File: src/rtl/rvfi_pkg.sv
`default_nettype none
// ============================================================================
// Module      : rvfi_pkg
// Description : Shared types and constants for the RVFI commit serializer:
//               the retire packet struct, RV32I opcode and funct3 constants,
//               and the decode-trap classification function.
// Ports       : none (package)
// Revision    : 1.0 - initial release
// ============================================================================
package rvfi_pkg;

   typedef struct packed {
      logic [31:0] inst;
      logic [4:0]  rs1_addr;
      logic [4:0]  rs2_addr;
      logic [31:0] rs1_rdata;
      logic [31:0] rs2_rdata;
      logic [4:0]  rd_addr;
      logic [31:0] rd_wdata;
      logic [31:0] pc_rdata;
      logic [31:0] pc_wdata;
      logic [31:0] mem_addr;
      logic [3:0]  mem_rmask;
      logic [3:0]  mem_wmask;
      logic [31:0] mem_rdata;
      logic [31:0] mem_wdata;
   } rvfi_pkt_t;

   // RV32I base opcodes
   localparam logic [6:0] OPC_LUI    = 7'b0110111;
   localparam logic [6:0] OPC_AUIPC  = 7'b0010111;
   localparam logic [6:0] OPC_JAL    = 7'b1101111;
   localparam logic [6:0] OPC_JALR   = 7'b1100111;
   localparam logic [6:0] OPC_BRANCH = 7'b1100011;
   localparam logic [6:0] OPC_LOAD   = 7'b0000011;
   localparam logic [6:0] OPC_STORE  = 7'b0100011;
   localparam logic [6:0] OPC_OP_IMM = 7'b0010011;
   localparam logic [6:0] OPC_OP     = 7'b0110011;

   // LOAD funct3
   localparam logic [2:0] F3_LB  = 3'b000;
   localparam logic [2:0] F3_LH  = 3'b001;
   localparam logic [2:0] F3_LW  = 3'b010;
   localparam logic [2:0] F3_LBU = 3'b100;
   localparam logic [2:0] F3_LHU = 3'b101;

   // STORE funct3
   localparam logic [2:0] F3_SB  = 3'b000;
   localparam logic [2:0] F3_SH  = 3'b001;
   localparam logic [2:0] F3_SW  = 3'b010;

   // BRANCH funct3 (010/011 are unassigned encodings)
   localparam logic [2:0] F3_BEQ  = 3'b000;
   localparam logic [2:0] F3_BNE  = 3'b001;
   localparam logic [2:0] F3_BLT  = 3'b100;
   localparam logic [2:0] F3_BGE  = 3'b101;
   localparam logic [2:0] F3_BLTU = 3'b110;
   localparam logic [2:0] F3_BGEU = 3'b111;

   // Returns 1 when the instruction is not a recognised RV32I encoding.
   function automatic logic rvfi_trap(input logic [31:0] inst);
      logic [6:0] opc;
      logic [2:0] f3;
      logic       trap;
      opc  = inst[6:0];
      f3   = inst[14:12];
      trap = 1'b1;
      case (opc)
         OPC_LUI, OPC_AUIPC, OPC_OP_IMM, OPC_OP, OPC_JAL, OPC_JALR:
            trap = 1'b0;
         OPC_BRANCH:
            trap = !(f3 inside {F3_BEQ, F3_BNE, F3_BLT, F3_BGE, F3_BLTU, F3_BGEU});
         OPC_LOAD:
            trap = !(f3 inside {F3_LB, F3_LH, F3_LW, F3_LBU, F3_LHU});
         OPC_STORE:
            trap = !(f3 inside {F3_SB, F3_SH, F3_SW});
         default:
            trap = 1'b1;
      endcase
      return trap;
   endfunction

endpackage
`default_nettype wire

File: src/rtl/rvfi_commit_fifo.sv
`default_nettype none
// ============================================================================
// Module      : rvfi_commit_fifo
// Description : Circular buffer with NCH compacting write ports and a single
//               read port. Valid write lanes land in consecutive slots in
//               ascending lane order. Exposes current occupancy.
// Ports       : clk        - clock
//               rst        - asynchronous active-low reset
//               wr_en_i    - global write enable for this cycle
//               wr_valid_i - per-lane write strobes
//               wr_pkt_i   - per-lane write data
//               rd_en_i    - pop head entry (caller guarantees count_o != 0)
//               rd_pkt_o   - head entry (combinational)
//               count_o    - occupancy, log2(DEPTH)+1 bits
// Revision    : 1.0 - initial release
// ============================================================================
module rvfi_commit_fifo
   import rvfi_pkg::*;
#(
   parameter int unsigned NCH   = 2,
   parameter int unsigned DEPTH = 8
) (
   input  logic                        clk,
   input  logic                        rst,
   input  logic                        wr_en_i,
   input  logic [NCH-1:0]              wr_valid_i,
   input  rvfi_pkt_t [NCH-1:0]         wr_pkt_i,
   input  logic                        rd_en_i,
   output rvfi_pkt_t                   rd_pkt_o,
   output logic [$clog2(DEPTH):0]      count_o
);

   localparam int unsigned AW = $clog2(DEPTH);
   localparam logic [AW:0]   C_CNT_ONE = (AW+1)'(1);
   localparam logic [AW-1:0] C_PTR_ONE = AW'(1);

   rvfi_pkt_t        mem_q [DEPTH];
   logic [AW-1:0]    wptr_q, wptr_d;
   logic [AW-1:0]    rptr_q, rptr_d;
   logic [AW:0]      cnt_q,  cnt_d;
   logic [AW:0]      push_n;
   logic [AW-1:0]    slot [NCH];
   logic [NCH-1:0]   we;

   // Each lane's slot is the write pointer plus the number of enabled lanes
   // below it, which compacts holes left by invalid or dropped lanes.
   always_comb begin
      push_n = '0;
      for (int i = 0; i < NCH; i++) begin
         we[i]   = wr_en_i & wr_valid_i[i];
         slot[i] = wptr_q + push_n[AW-1:0];
         if (we[i]) begin
            push_n = push_n + C_CNT_ONE;
         end
      end
      wptr_d = wptr_q + push_n[AW-1:0];
      rptr_d = rd_en_i ? (rptr_q + C_PTR_ONE) : rptr_q;
      cnt_d  = cnt_q + push_n - (rd_en_i ? C_CNT_ONE : '0);
   end

   always_ff @(posedge clk or negedge rst) begin
      if (!rst) begin
         wptr_q <= '0;
         rptr_q <= '0;
         cnt_q  <= '0;
      end else begin
         wptr_q <= wptr_d;
         rptr_q <= rptr_d;
         cnt_q  <= cnt_d;
      end
   end

   // Storage carries no reset; validity is tracked solely by the counter.
   always_ff @(posedge clk) begin
      for (int i = 0; i < NCH; i++) begin
         if (we[i]) begin
            mem_q[slot[i]] <= wr_pkt_i[i];
         end
      end
   end

   assign rd_pkt_o = mem_q[rptr_q];
   assign count_o  = cnt_q;

endmodule
`default_nettype wire

File: src/rtl/rvfi_commit_serializer.sv
`default_nettype none
// ============================================================================
// Module      : rvfi_commit_serializer
// Description : Serializes up to NCH RVFI retire packets per cycle into a
//               single in-order commit stream with program-order index,
//               decode-trap flag, sticky infinite-loop (halt) detection and
//               sticky overflow protocol-error flag. Bubbles (pc_rdata==0)
//               are dropped on entry.
// Ports       : clk        - clock
//               rst        - asynchronous active-low reset
//               in_valid   - per-channel retire strobe, channel 0 oldest
//               in_pkt     - per-channel retire packets
//               in_ready   - at least NCH free entries
//               out_commit - one-cycle pulse per committed instruction
//               out_pkt    - committed packet
//               out_order  - program-order index of out_pkt
//               out_trap   - decode-trap flag of out_pkt
//               out_halt   - sticky infinite-loop detect
//               overflow   - sticky protocol error (push while not ready)
// Revision    : 1.0 - initial release
// ============================================================================
module rvfi_commit_serializer
   import rvfi_pkg::*;
#(
   parameter int unsigned NCH      = 2,   // 1..4
   parameter int unsigned DEPTH    = 8,   // power of 2, >= 2*NCH
   parameter int unsigned HALT_CNT = 2
) (
   input  logic                 clk,
   input  logic                 rst,
   input  logic [NCH-1:0]       in_valid,
   input  rvfi_pkt_t [NCH-1:0]  in_pkt,
   output logic                 in_ready,
   output logic                 out_commit,
   output rvfi_pkt_t            out_pkt,
   output logic [63:0]          out_order,
   output logic                 out_trap,
   output logic                 out_halt,
   output logic                 overflow
);

   localparam int unsigned AW = $clog2(DEPTH);
   localparam int unsigned HW = $clog2(HALT_CNT + 1);
   localparam logic [AW:0]   C_READY_LIM = (AW+1)'(DEPTH - NCH);
   localparam logic [HW-1:0] C_HALT      = HW'(HALT_CNT);
   localparam logic [HW-1:0] C_HALT_ONE  = HW'(1);

   logic [NCH-1:0] w_keep;
   logic           w_viol;
   logic           w_wr_en;
   logic           w_pop;
   rvfi_pkt_t      w_rd_pkt;
   logic [AW:0]    w_count;

   logic           commit_q,   commit_d;
   rvfi_pkt_t      pkt_q,      pkt_d;
   logic [63:0]    out_order_q, out_order_d;
   logic [63:0]    order_q,    order_d;
   logic           trap_q,     trap_d;
   logic [HW-1:0]  halt_cnt_q, halt_cnt_d;
   logic           halt_q,     halt_d;
   logic           ovf_q,      ovf_d;

   // Ready depends only on registered occupancy, so it reads 1 in reset.
   assign in_ready = (w_count <= C_READY_LIM);
   assign w_viol   = (|in_valid) & ~in_ready;
   // The reset term keeps storage untouched while reset is held.
   assign w_wr_en  = in_ready & rst;
   assign w_pop    = (w_count != '0);

   always_comb begin
      for (int i = 0; i < NCH; i++) begin
         w_keep[i] = in_valid[i] && (in_pkt[i].pc_rdata != 32'd0);
      end
   end

   rvfi_commit_fifo #(
      .NCH   (NCH),
      .DEPTH (DEPTH)
   ) u_fifo (
      .clk        (clk),
      .rst        (rst),
      .wr_en_i    (w_wr_en),
      .wr_valid_i (w_keep),
      .wr_pkt_i   (in_pkt),
      .rd_en_i    (w_pop),
      .rd_pkt_o   (w_rd_pkt),
      .count_o    (w_count)
   );

   // The halt counter is updated at pop time from the packet being
   // registered, so it reaches HALT_CNT in the same cycle that the
   // triggering commit is visible and out_halt follows one cycle later.
   always_comb begin
      commit_d    = w_pop;
      pkt_d       = pkt_q;
      trap_d      = trap_q;
      out_order_d = out_order_q;
      order_d     = order_q;
      halt_cnt_d  = halt_cnt_q;
      halt_d      = halt_q | (halt_cnt_q == C_HALT);
      ovf_d       = ovf_q | w_viol;
      if (w_pop) begin
         pkt_d       = w_rd_pkt;
         trap_d      = rvfi_trap(w_rd_pkt.inst);
         out_order_d = order_q;
         order_d     = order_q + 64'd1;
         if (w_rd_pkt.pc_rdata == w_rd_pkt.pc_wdata) begin
            if (halt_cnt_q != C_HALT) begin
               halt_cnt_d = halt_cnt_q + C_HALT_ONE;
            end
         end else begin
            halt_cnt_d = '0;
         end
      end
   end

   always_ff @(posedge clk or negedge rst) begin
      if (!rst) begin
         commit_q    <= 1'b0;
         pkt_q       <= '0;
         trap_q      <= 1'b0;
         out_order_q <= '0;
         order_q     <= '0;
         halt_cnt_q  <= '0;
         halt_q      <= 1'b0;
         ovf_q       <= 1'b0;
      end else begin
         commit_q    <= commit_d;
         pkt_q       <= pkt_d;
         trap_q      <= trap_d;
         out_order_q <= out_order_d;
         order_q     <= order_d;
         halt_cnt_q  <= halt_cnt_d;
         halt_q      <= halt_d;
         ovf_q       <= ovf_d;
      end
   end

   assign out_commit = commit_q;
   assign out_pkt    = pkt_q;
   assign out_order  = out_order_q;
   assign out_trap   = trap_q;
   assign out_halt   = halt_q;
   assign overflow   = ovf_q;

endmodule
`default_nettype wire

File: config.mk
export PLATFORM = sky130hd
export DESIGN_NAME = rvfi_commit_serializer
export DESIGN_NICKNAME = d
export VERILOG_FILES = /design/src/rtl/rvfi_pkg.sv /design/src/rtl/rvfi_commit_fifo.sv /design/src/rtl/rvfi_commit_serializer.sv
export SDC_FILE = /design/constraint.sdc
export NUM_CORES = 2
export LEC_CHECK = 0
export ABC_AREA = 0
export CORE_ASPECT_RATIO = 1.2
export CORE_MARGIN = 1
export CORE_UTILIZATION = 25
export CTS_BUF_LIST = sky130_fd_sc_hd__clkbuf_8
export DETAILED_ROUTE_END_ITERATION = 6
export SLEW_MARGIN = 5
export SYNTH_ARGS = -nofsm -noshare
export SYNTH_HDL_FRONTEND = slang
export SYNTH_HIERARCHICAL = 1
export SYNTH_SLANG_ARGS = --single-unit
File: constraint.sdc
create_clock -name clk -period 65.8 [get_ports clk]
set_input_delay 13.16 -clock clk [delete_from_list [all_inputs] [get_ports clk]]
set_output_delay 13.16 -clock clk [all_outputs]
set_load 0.01 [all_outputs]
==> reports/results.tsv <==
stage	metric	value	unit
die	vertical extent of the die	824	um
cts	clock slew at reported path FFs	0.06	ns
drt	iteration count of the initial detailed-routing pass	7	
global_route	initial antenna violation count	236	
global_route	overall overflow remaining after global route	0	
min_path	HP Class	register to register	
cells_and_area	count of non-filler cells in the finished layout	17500	
die	die width	687	um
placed_design	count of input and output buffers	1005	
drt	DRC violation count after routing	4	
global_route	maximum number of pins on one net before global-route repair	134	
cells_and_area	growth of design area from synthesis to finish	20.2	%
placed_design	placer congestion estimate	0.782	
cells_and_area	number of fill cells	55700	
worst_setup_path	data arrival at the endpoint of the critical path	20.30	ns
placed_design	cell count after placement	16400	
sta	worst slew pin tran	1.24	ns
cts	Num CTS Buffers	526	
synthesis	synthesized area divided by synthesized cell count	16.8	sq um
synthesis	proportion of netlist area held by the largest area contributor	53.0	%
global_route	vias in the first global route	85900	
placed_design	Final HPWL DP	290000	um
cts	H-Tree Depth	6	
cts	hold buffers post-CTS	0	
job	max_cap viols	0	
die	# rows	301	
synthesis	sequential-to-total area share from yosys stat	61.1	%
cts	clock insertion delay at the later pin of the skew report	1.20	ns
synthesis	FF+latch count, synth	2943	
drt	total number of vias	81900	
synthesis	ys flop type	edfxtp_1	
die	Starting Density	25.1	%
worst_setup_path	library cell contributing the largest single delay on the critical path	buf_4	
worst_setup_path	count of cells along the worst register-to-register path	14	
global_route	combined global-route utilization of all metal layers	15.9	%
status	result of the run	complete, but fails checks	
worst_setup_path	minimum setup slack among reg-to-reg paths	59.13	ns
sta	worst slew margin relative to its limit	17.0	%
die	Top Ports	1006	
cts	Post-CTS Repair Setup Buffers	0	
sta	setup TNS after final layout	0	ns
min_path	hold path cells	2	
worst_setup_path	crit-path most repeated cell	buf_4	
sta	crit path time final	19.39	ns
synthesis	Area contributors post-synth	edfxtp_1 (53%), mux2_2 (22%), mux4_2 (9.9%)	
sta	worst clock skew on the final layout	0.0685	ns
worst_setup_path	required time reported for the critical path endpoint	66.72	ns
synthesis	total of warnings raised by yosys	6	
cts	CTS tree	done	
drt	routed len/inst	26.7	um
worst_setup_path	Setup Crit Path Kind	primary input to register	
pwr	leakage power	0.0580	uW
die	Floorplan Core Area	560000	sq um
worst_setup_path	delay of the slowest cell on the worst path	0.81	ns
drt	Post-DRT Antenna Nets	0	
synthesis	ys async rst share	15.5	%
sta	setup repair after global routing missed its margin	false	
sta	fraction of the cycle the final worst path needs	29.5	%
worst_setup_path	maximum fanout encountered on the critical timing path	44	
die	total die area	567000	sq um
sta	Hold Violations, Final	0	
drt	Detailed Route WL	467000	um
synthesis	library cells used by synthesis	49	
worst_setup_path	CP Launch Type	primary input	
worst_setup_path	CP cell instances	clkdlybuf4s50_1 -> nor4_1 -> nand4_1 -> o21a_1 -> and2_1 -> nand2_1 -> inv_1 -> ha_1 -> xnor2_1 -> nand4_1 -> buf_4 -> buf_4 -> buf_4 -> buf_4 -> mux2_2	
worst_setup_path	category of the worst setup path capture point	register	
pwr	maximum vdd drop	44.2	uV
synthesis	count of flip-flops with a built-in enable after synthesis	2488	
cells_and_area	share of post-route cells with drive strength above 1	42.5	%
synthesis	gate count of the mapped netlist	8382	
synthesis	Synth Net Count	9021	
sta	number of max-slew violations in the final report	0	
cts	clock sink total	2943	
sta	final-report setup violation count	0	
cells_and_area	# nets final	10200	
status	violated checks	DRC	
pwr	power density over the cells	36.9	nW/um^2
cts	# resized after CTS	0	
cts	maximum buffer depth of the clock tree	4	
global_route	first-pass GRT wire length	654000	um
synthesis	post-synthesis cell area	141000	sq um
drt	number of design-rule violations left by the first detailed-router iteration	5976	
drt	average via count per standard cell	4.69	
pwr	overall power of the completed layout	6240	uW
cts	root cell of the clock tree	clkbuf_8	
sta	highest clock frequency the design can meet	51.6	MHz
synthesis	biggest area consumer among synthesized cells	edfxtp_1	
cell type report:
| type | instances | area (sq um) | area share [%] |
|---|---|---|---|
| inverter | 18 | 75.1 | 0.0443 |
| tap | 7423 | 9290 | 5.48 |
| timing repair buffer | 1171 | 11600 | 6.85 |
| sequential | 2943 | 86100 | 50.8 |
| clock inverter | 350 | 1880 | 1.11 |
| antenna | 96 | 240 | 0.142 |
| multi-input combinational | 4884 | 52300 | 30.9 |
| clock buffer | 574 | 7900 | 4.66 |
logic make-up after synthesis:
group	share of synthesized area, %
compound gates	0.139
xor+xnor	0.665
fa+ha+maj	0.121
buf+inv	1.86
flops	61.1
mux	32.3
simple gates	3.78
synth_stat cells (2+ instances only):
master    count
a21o_1        2
a21oi_1       3
a31oi_1       3
and2_1        6
and3_1        8
and4_1        5
buf_1        29
buf_2       286
buf_4         2
buf_6        23
clkbuf_1    197
dfrtp_1     455
edfxtp_1   2488
ha_1         12
inv_1        16
mux2_1       64
mux2_2     2736
mux4_2      622
nand2_1    1144
nand2b_1      3
nand3_1      28
nand4_1      36
nor2_1       22
nor3_1       17
nor4_1       27
nor4_2        3
o21a_1        2
o21ai_0      12
o21bai_1      3
o31ai_1       2
or4_1         3
xnor2_1      77
xor2_1       30
registers in the layout, indices dropped and copies added, names as in the netlist:
name and count:
halt_cnt_q 2, order_q 64, out_commit 1, out_halt 1
out_order 64, out_pkt 311, out_trap 1, overflow 1
u_fifo/count_o 4, u_fifo/mem_q 2488, u_fifo/rptr_q 3, u_fifo/wptr_q 3
power breakdown:
group | internal [uW] | switching (uW) | leakage, uW
Clock | 829 | 820 | 0.00574
Combinational | 974 | 1160 | 0.0242
Sequential | 2330 | 134 | 0.0281
Total | 4130 | 2110 | 0.0580
worst max-delay path, delay by kind of cell:
family	cells	cell delay [ns]
adders and majority gates	1	0.25
buffers and inverters	6	3.76
and+or+nand+nor	5	1.77
AOI/OAI and AO/OA	1	0.41
xor gates and xnor gates	1	0.24
muxes	1	0.41
metrics by stage:
stage | setup WS (ns) | hold slack [ns] | instance area (sq um) | utilization [%]
global route | 46.36 | 0.483 | 169000 | 30.2
detailed placement | 45.18 | 0.456 | 159000 | 28.4
floorplan | 28.01 | 0.445 | 141000 | -
CTS | 46.52 | 0.469 | 169000 | 30.2
global placement | 45.03 | 0.451 | 159000 | 28.4
finish | 46.41 | 0.462 | 169000 | 30.2
routing by layer:
layer / GRT usage [%] / wire length [um] / vias to the layer above
li1: - / - / 35300
met2: 27.1 / 232000 / 2615
met5: 0 / 368 / -
met4: 7.01 / 19900 / 56
met3: 3.23 / 27500 / 950
met1: 19.3 / 187000 / 43000
layout by cell type, fill, tap and decap left out, types with 3 or more instances in the layout:
master / n
nand4_1: 36
nor2_1: 21
inv_6: 15
dfrtp_1: 452
mux2_2: 2736
xnor2_1: 77
nor4_4: 4
nor4_1: 26
dfrtp_4: 3
mux2_1: 64
ha_1: 12
edfxtp_1: 2488
o21ai_0: 8
clkinvlp_4: 12
inv_8: 15
clkinv_8: 6
nand2_1: 1144
nand2b_1: 3
clkbuf_8: 574
buf_4: 143
xor2_1: 30
and2_1: 6
inv_12: 7
and4_1: 5
clkinv_2: 32
a21oi_1: 3
clkinv_1: 56
bufinv_16: 5
inv_1: 218
nor3_1: 17
diode_2: 96
o21ai_4: 4
nand3_1: 28
and3_1: 8
mux4_2: 622
buf_12: 23
clkdlybuf4s50_1: 1004
worst paths after layout:
| kind | start | end |
|---|---|---|
| min in group asynchronous | rst | out_pkt[12]$_DFFE_PN0P_ |
| min | out_pkt[32]$_DFFE_PN0P_ | out_pkt[32]$_DFFE_PN0P_ |
| max | in_pkt[137] | u_fifo/mem_q[3][61]$_DFFE_PP_ |
| max reg2reg | u_fifo/count_o[2]$_DFF_PN0_ | u_fifo/mem_q[3][61]$_DFFE_PP_ |
| min reg2reg | out_pkt[32]$_DFFE_PN0P_ | out_pkt[32]$_DFFE_PN0P_ |
| max in group asynchronous | rst | out_order[32]$_DFFE_PN0P_ |
(Power assumes the default switching activity.)
